<file path="src/rtl/ball_tracker_sprite.sv">
// Frequency-driven ball sprite. The vertical position eases toward a clamped
// target once per frame, and a 2-stage pipeline renders the ball's pixels.
module ball_tracker_sprite #(
    parameter int          SPHERE_R     = 16,
    parameter int          X_CENTER     = 656,
    parameter int          Y_BASE       = 228,
    parameter int          Y_MAX        = 700,
    parameter int          FREQ_SHIFT   = 2,
    parameter int          SMOOTH_SHIFT = 2,
    parameter logic [23:0] COLOR        = 24'hFF_FF_FF
) (
    input  logic        clk_in,
    input  logic        rst_n_in,
    input  logic [10:0] hcount_in,
    input  logic [9:0]  vcount_in,
    input  logic [15:0] freq_in,
    input  logic        freq_valid_in,
    input  logic        new_frame_in,
    input  logic [1:0]  color_mode_in,
    output logic [7:0]  red_out,
    output logic [7:0]  green_out,
    output logic [7:0]  blue_out,
    output logic [10:0] ball_x,
    output logic [9:0]  ball_y
);

    typedef enum logic [1:0] {
        MODE_FIXED     = 2'd0,
        MODE_FREQ      = 2'd1,
        MODE_RING      = 2'd2,
        MODE_FIXED_ALT = 2'd3
    } color_mode_t;

    localparam logic [16:0] YBASE17 = 17'(Y_BASE);
    localparam logic [16:0] YMAX17  = 17'(Y_MAX);
    localparam logic [9:0]  YBASE10 = 10'(Y_BASE);
    localparam logic [9:0]  YMAX10  = 10'(Y_MAX);
    localparam logic [11:0] XC12    = 12'(X_CENTER);
    localparam logic [9:0]  R10     = 10'(SPHERE_R);
    localparam logic [24:0] R_SQ    = 25'(SPHERE_R * SPHERE_R);
    localparam logic [24:0] RING_SQ = 25'((SPHERE_R - 2) * (SPHERE_R - 2));

    logic [9:0]  target;
    logic [9:0]  pos;
    logic [7:0]  last_freq;
    logic [7:0]  color_freq;

    // ---------------- target and smoothing ----------------
    logic [16:0]        target_sum;
    logic [9:0]         target_next;
    logic signed [10:0] d;
    logic signed [10:0] step_raw;
    logic signed [10:0] step;
    logic [9:0]         pos_next;

    // NOTE: every always_comb output gets a default first so no path leaves it unassigned (no latch).
    always_comb begin
        target_sum  = YBASE17 + 17'(freq_in >> FREQ_SHIFT);
        target_next = (target_sum > YMAX17) ? YMAX10 : target_sum[9:0];

        d        = $signed({1'b0, target}) - $signed({1'b0, pos});
        step_raw = d >>> SMOOTH_SHIFT;
        step     = step_raw;
        // Small gaps shift to zero; force a unit step so pos always lands on target.
        if (d != 11'sd0 && step_raw == 11'sd0)
            step = d[10] ? -11'sd1 : 11'sd1;
        pos_next = 10'({1'b0, pos} + $unsigned(step));
    end

    always_ff @(posedge clk_in or negedge rst_n_in) begin
        if (!rst_n_in) begin
            target     <= YBASE10;
            last_freq  <= '0;
            pos        <= YBASE10;
            color_freq <= '0;
            ball_y     <= YBASE10 - R10;
        end else begin
            if (freq_valid_in) begin
                target    <= target_next;
                last_freq <= freq_in[7:0];
            end
            // Old target/last_freq are used here, so a same-cycle sample lands next frame.
            if (new_frame_in) begin
                pos        <= pos_next;
                color_freq <= last_freq;
            end
            ball_y <= pos - R10;
        end
    end

    assign ball_x = 11'(X_CENTER);

    // ---------------- render stage 1 ----------------
    logic signed [11:0] dx_s1;
    logic signed [10:0] dy_s1;
    color_mode_t        mode_s1;

    always_ff @(posedge clk_in or negedge rst_n_in) begin
        if (!rst_n_in) begin
            dx_s1   <= '0;
            dy_s1   <= '0;
            mode_s1 <= MODE_FIXED;
        end else begin
            dx_s1   <= $signed({1'b0, hcount_in} - XC12);
            dy_s1   <= $signed({1'b0, vcount_in} - {1'b0, pos});
            mode_s1 <= color_mode_t'(color_mode_in);
        end
    end

    // ---------------- render stage 2 ----------------
    logic signed [23:0] dx_w;
    logic signed [23:0] dx_sq;
    logic signed [21:0] dy_w;
    logic signed [21:0] dy_sq;
    logic [24:0]        d2;
    logic [23:0]        tint;
    logic [23:0]        rgb_next;

    always_comb begin
        dx_w  = 24'(dx_s1);
        dy_w  = 22'(dy_s1);
        dx_sq = dx_w * dx_w;
        dy_sq = dy_w * dy_w;
        d2    = 25'($unsigned(dx_sq)) + 25'($unsigned(dy_sq));

        tint = {color_freq & 8'hF0,
                (color_freq + 8'd85) & 8'hF0,
                (color_freq + 8'd175) & 8'hF0};

        rgb_next = '0;
        if (d2 <= R_SQ) begin
            case (mode_s1)
                MODE_FREQ: rgb_next = tint;
                MODE_RING: rgb_next = (d2 > RING_SQ)
                                    ? {1'b0, tint[23:17], 1'b0, tint[15:9], 1'b0, tint[7:1]}
                                    : tint;
                default:   rgb_next = COLOR;
            endcase
        end
    end

    always_ff @(posedge clk_in or negedge rst_n_in) begin
        if (!rst_n_in) begin
            red_out   <= '0;
            green_out <= '0;
            blue_out  <= '0;
        end else begin
            {red_out, green_out, blue_out} <= rgb_next;
        end
    end

endmodule

</file>
<file path="config.mk">
export PLATFORM = sky130hd
export DESIGN_NAME = ball_tracker_sprite
export DESIGN_NICKNAME = d
export VERILOG_FILES = /design/src/rtl/ball_tracker_sprite.sv
export SDC_FILE = /design/constraint.sdc
export NUM_CORES = 1
export LEC_CHECK = 0
export CORE_MARGIN = 2
export CORE_UTILIZATION = 40
export DETAILED_ROUTE_END_ITERATION = 10
export MAX_ROUTING_LAYER = met4
export SYNTH_ARGS = -nofsm -noshare
export SYNTH_HDL_FRONTEND = slang
export SYNTH_SLANG_ARGS = --single-unit
</file>
<file path="constraint.sdc">
create_clock -name clk_in -period 9.8 [get_ports clk_in]
set_input_delay 0.98 -clock clk_in [delete_from_list [all_inputs] [get_ports clk_in]]
set_output_delay 0.98 -clock clk_in [all_outputs]
set_load 0.02 [all_outputs]
</file>
==> results.json, run 1 <==
{
  "fmax_mhz": 115.7,
  "drive_gt1_frac": 0.04270,
  "fin_cells": 2154,
  "finalCriticalPeriod_ns": 8.647,
  "synth.yosys.seq_area_share": 0.1472,
  "rsz0062_at_grt": "no",
  "grt_pass1_wl_mm": 53.28,
  "die_w_um": 197.0,
  "synth_mux_area_frac": 0.01554,
  "max_stage_delay_ns": 0.56,
  "end_kind": "flop",
  "cts-root-buf": "clkbuf_16",
  "synth_top_flop_cell": "dfrtp_1",
  "cp_data_arrival_time_ns": 8.93,
  "synthDistinctLibCells": 68,
  "final_cell_mix": "inv_1, fa_1, ha_1",
  "cts_resized": 0,
  "worstSetupStartpointType": "flop",
  "synth_area_um2": 14900,
  "rows": 70,
  "clock_latency_ns": 0.37,
  "timing.slew.headroom": 0.3510,
  "fin_crit_sh": 0.8823,
  "crit_type": "reg2reg",
  "grt_start_max_net_pins": 74,
  "route.final.wire_length_mm": 30.71,
  "ys_ff_latch": 87,
  "wl_per_cell_um": 14.26,
  "vias": 10640,
  "ctsHoldBuffers": 0,
  "cap_violations": 0,
  "io_buffers": 76,
  "syn_inst": 1640,
  "hp-class": "reg2reg",
  "htree_levels": 3,
  "worstPathMaxFanout": 14,
  "viasPerCell": 4.942,
  "route.detailed.drc": 0,
  "synth_area_leader_cell": "fa_1",
  "die_area_um2": 38800,
  "antenna_found_initial": 0,
  "core_region_area_um2": 36610,
  "diodes": 0,
  "grt_use_total": 0.1751,
  "worstMarginPinSlew_ns": 0.9705,
  "yosys.area_share.simple": 0.1147,
  "area.growth.synth_to_final_pct": 9.382,
  "synthAdderAreaFrac": 0.4359,
  "num_io_pins": 88,
  "crit_slowest_cell": "or4_1",
  "synth_top_family_by_area": "adder cells",
  "synth-xor-area-share": 0.06434,
  "numCtsBuffers": 9,
  "ant_nets": 0,
  "fin_tns_setup_ns": 0,
  "cts_tree": "done",
  "grt_overflow": 0,
  "drt_pass1_iterations": 5,
  "dp_hpwl_mm": 25.91,
  "worstPathRequired_ns": 10.09,
  "initial_core_util": 0.4069,
  "synth.top_cells.by_area": "fa_1, ha_1, dfrtp_1",
  "finClkSkew_ns": 0.01716,
  "dp.cells": 2138,
  "syn_area_per_cell_um2": 9.083,
  "synth_edf_count": 0,
  "clk_pin_slew_ns": 0.09,
  "drv_slew": 0,
  "layout_commonest_cell": "inv_1",
  "ys.warnings.count": 0,
  "hold_viol_final": 0,
  "setup_viol_count_final": 0,
  "fp.dieH_um": 197.0,
  "grt_pass1_vias": 11170,
  "cts.sinks": 87,
  "drtIter0Drc": 426,
  "place_congestion": 0.8695,
  "num-nets-final": 2108,
  "ys_async_sr_fraction": 1.000,
  "yosys.area.top_type_share": 0.3024,
  "outcome": "finished clean",
  "cts_buffer_depth": 2,
  "cts_setup_buffers": 0,
  "synth_compound_area_frac": 0.1047
}
[state kept, by name, summed over array words and instances, names as in the netlist]
register,flops
dy_s1,11
mode_s1,2
dx_s1,12
target,10
blue_out,5
pos,10
ball_y,10
color_freq,8
green_out,6
last_freq,8
red_out,5
[layer usage]
layer	GRT usage	vias to the layer above	share of wire
li1	-	5163	-
met1	0.2335	5275	0.46
met2	0.2907	176	0.49
met3	0.01745	30	0.034
met4	0.03843	0	0.014
met5	-	-	0
[cell families after synthesis]
family                   count (synthesis)
AO/OA/AOI/OAI                          240
XOR/XNOR                               107
adder cells (fa/ha/maj)                384
buffers and inverters                  445
flip-flops                              87
multiplexers                            21
other                                    2
AND/OR/NAND/NOR                        354
[area by class of cell]
class / count / area [um2]
clock inverters: 7 / 67.56
repair buffers: 78 / 773.2
clock buffers: 9 / 225.2
flip-flops and latches: 87 / 2192
well taps: 468 / 585.6
inverters: 388 / 1456
fillers: 3609 / 20320
multi-input cells: 1117 / 10990
[cells in the mapped netlist, types with 3 or more instances]
library cell,n
buf_4,19
o211ai_1,6
nand2b_1,12
dfstp_2,12
nand3_1,17
mux2i_1,4
a211o_1,3
a21o_1,23
a21boi_0,3
ha_1,159
nor3_1,15
dfrtp_1,75
o31a_1,3
or4_1,3
mux2_2,17
xnor2_1,76
o21bai_1,11
o21a_1,8
inv_1,388
nor2b_1,19
and2_1,53
nor2_1,88
and3_1,7
nor4_1,4
or2_2,7
o22ai_1,7
xor2_1,29
fa_1,225
buf_1,3
o2111ai_1,3
nand2_1,109
a21oi_1,71
a211oi_1,9
clkbuf_1,33
or3_1,10
a31oi_1,8
o21ai_1,5
o31ai_1,6
o21ai_0,49
[through the flow]
stage          hold slack, ns  setup slack, ns  cell area, um2    util
6_report               0.4129            1.153           16290  0.4451
5_1_grt                0.4138           0.4858           16290  0.4451
4_1_cts                0.4138            1.136           16290  0.4451
3_5_place_dp           0.3927            1.164           16000  0.4371
3_3_place_gp           0.3973            1.390           16000  0.4371
2_1_floorplan          0.3696            1.636           14930       -
[critical path, delay by kind of cell, from the launching register on]
kind	cells	cell delay (ns)
adders and majority gates	7	3.15
and+or+nand+nor	9	2.41
AOI/OAI and AO/OA	10	1.65
buffers and inverters	5	0.59
DFF	1	0.47
xor gates and xnor gates	2	0.27
[worst paths after layout]
path / startpoint / endpoint / slack, ns / cells past startpoint
setup / recovery: dx_s1[11] / blue_out[6] / 1.15 / 33
hold / removal: pos[2] / ball_y[2] / 0.41 / 0
setup reg to reg: dx_s1[11] / blue_out[6] / 1.15 / 33
hold reg to reg: pos[2] / ball_y[2] / 0.41 / 0
max in group asynchronous: rst_n_in / dy_s1[7] / 8.11 / 2
min in group asynchronous: rst_n_in / dx_s1[11] / 0.48 / 1
Power of run 1 is not shown: default switching activity piles up to over one toggle a cycle in this logic, so the estimate is an artifact.
==> run 2: changes to the inputs <==
--- a/config.mk
+++ b/config.mk
@@ -5,10 +5,13 @@
 export SDC_FILE = /design/constraint.sdc
 export NUM_CORES = 1
 export LEC_CHECK = 0
+export CELL_PAD_IN_SITES_DETAIL_PLACEMENT = 0
+export CELL_PAD_IN_SITES_GLOBAL_PLACEMENT = 2
 export CORE_MARGIN = 2
 export CORE_UTILIZATION = 40
 export DETAILED_ROUTE_END_ITERATION = 10
 export MAX_ROUTING_LAYER = met4
+export PLACE_DENSITY_LB_ADDON = 0.1
 export SYNTH_ARGS = -nofsm -noshare
 export SYNTH_HDL_FRONTEND = slang
 export SYNTH_SLANG_ARGS = --single-unit
==> results.json, run 2 (same netlist as run 1, synthesis figures left out) <==
{
  "layout_commonest_cell": "inv_1",
  "hp-class": "reg2reg",
  "die_area_um2": 38800,
  "clk_pin_slew_ns": 0.07,
  "cts_resized": 0,
  "rsz0062_at_grt": "no",
  "finalCriticalPeriod_ns": 8.762,
  "outcome": "finished clean",
  "hold_viol_final": 0,
  "initial_core_util": 0.4069,
  "rows": 70,
  "core_region_area_um2": 36610,
  "ctsHoldBuffers": 0,
  "cts-root-buf": "clkbuf_16",
  "final_cell_mix": "inv_1, fa_1, ha_1",
  "place_congestion": 0.8213,
  "fp.dieH_um": 197.0,
  "drv_slew": 0,
  "fmax_mhz": 114.1,
  "drt_pass1_iterations": 4,
  "dp_hpwl_mm": 27.20,
  "drtIter0Drc": 406,
  "end_kind": "flop",
  "crit_type": "reg2reg",
  "dp_slack_ns": 1.083,
  "cts_tree": "done",
  "regMostFlops": "dx_s1",
  "grt_overflow": 0,
  "cap_violations": 0,
  "route.detailed.drc": 0,
  "grt_pass1_vias": 11160,
  "max_stage_delay_ns": 0.57,
  "grt_pass1_wl_mm": 54.89,
  "cts_buffer_depth": 2,
  "io_buffers": 76,
  "fin_tns_setup_ns": 0,
  "cp_data_arrival_time_ns": 9.06,
  "grt_use_total": 0.1821,
  "drive_gt1_frac": 0.04270,
  "worstMarginPinSlew_ns": 1.086,
  "top_regs": "dx_s1 x12, dy_s1 x11",
  "setup_viol_count_final": 0,
  "htree_levels": 3,
  "worstSetupStartpointType": "flop",
  "numCtsBuffers": 9,
  "antenna_found_initial": 1,
  "clock_latency_ns": 0.36,
  "worstPathMaxFanout": 14,
  "vias": 10570,
  "wl_per_cell_um": 14.68,
  "die_w_um": 197.0,
  "finClkSkew_ns": 0.01012,
  "viasPerCell": 4.904,
  "cts.sinks": 87,
  "largest_reg_flops": 12,
  "route.final.wire_length_mm": 31.64,
  "timing.slew.headroom": 0.2741,
  "area.growth.synth_to_final_pct": 9.390,
  "setup_ws_ns": 1.038,
  "worstPathRequired_ns": 10.10,
  "num_io_pins": 88,
  "grt_start_max_net_pins": 62,
  "num-nets-final": 2108,
  "ant_nets": 0,
  "crit_slowest_cell": "or4_1",
  "fin_crit_sh": 0.8941,
  "cts_setup_buffers": 0
}
==> run 2: critical path: cells and delay by family (launching register included) <==
kind | cells | cell delay (ns)
AO/OA/AOI/OAI | 10 | 1.72
adder cells (fa/ha/maj) | 7 | 3.16
flip-flops | 1 | 0.48
buffers and inverters | 5 | 0.63
AND/OR/NAND/NOR | 9 | 2.42
XOR/XNOR | 2 | 0.27
==> run 2: through the flow <==
step / util / cells / hold WS, ns / cell area (um2)
floorplan: - / 1649 / 0.3696 / 14930
global placement: 0.4371 / 2138 / 0.3804 / 16000
detailed placement: 0.4371 / 2138 / 0.3852 / 16000
CTS: 0.4450 / 2154 / 0.3933 / 16290
global route: 0.4451 / 2155 / 0.3948 / 16300
finish: 0.4451 / 2155 / 0.3904 / 16300
==> run 2: final cells by class <==
cell class | count | area, um2
fillers | 3687 | 20310
multi-input cells | 1117 | 10990
flip-flops and latches | 87 | 2192
inverters | 388 | 1456
repair buffers | 78 | 773.2
well taps | 468 | 585.6
clock buffers | 11 | 252.7
clock inverters | 5 | 38.79
diodes | 1 | 2.502
==> run 2: final timing paths <==
kind / slack (ns) / endpoint / cells past startpoint / start
max in group asynchronous: 8.11 / dx_s1[7] / 2 / rst_n_in
worst max-delay path: 1.04 / blue_out[6] / 33 / dx_s1[11]
worst min-delay path: 0.39 / ball_y[2] / 0 / pos[2]
worst max register to register: 1.04 / blue_out[6] / 33 / dx_s1[11]
worst min register to register: 0.39 / ball_y[2] / 0 / pos[2]
min in group asynchronous: 0.54 / pos[9] / 1 / rst_n_in
==> run 2: routing by layer <==
layer	part of all wire	track usage	vias to the layer above
li1	-	-	5166
met1	0.49	0.2551	5268
met2	0.48	0.2928	115
met3	0.018	0.01386	19
met4	0.011	0.03676	0
met5	0	-	-
Power of run 2 is left out for the same reason.
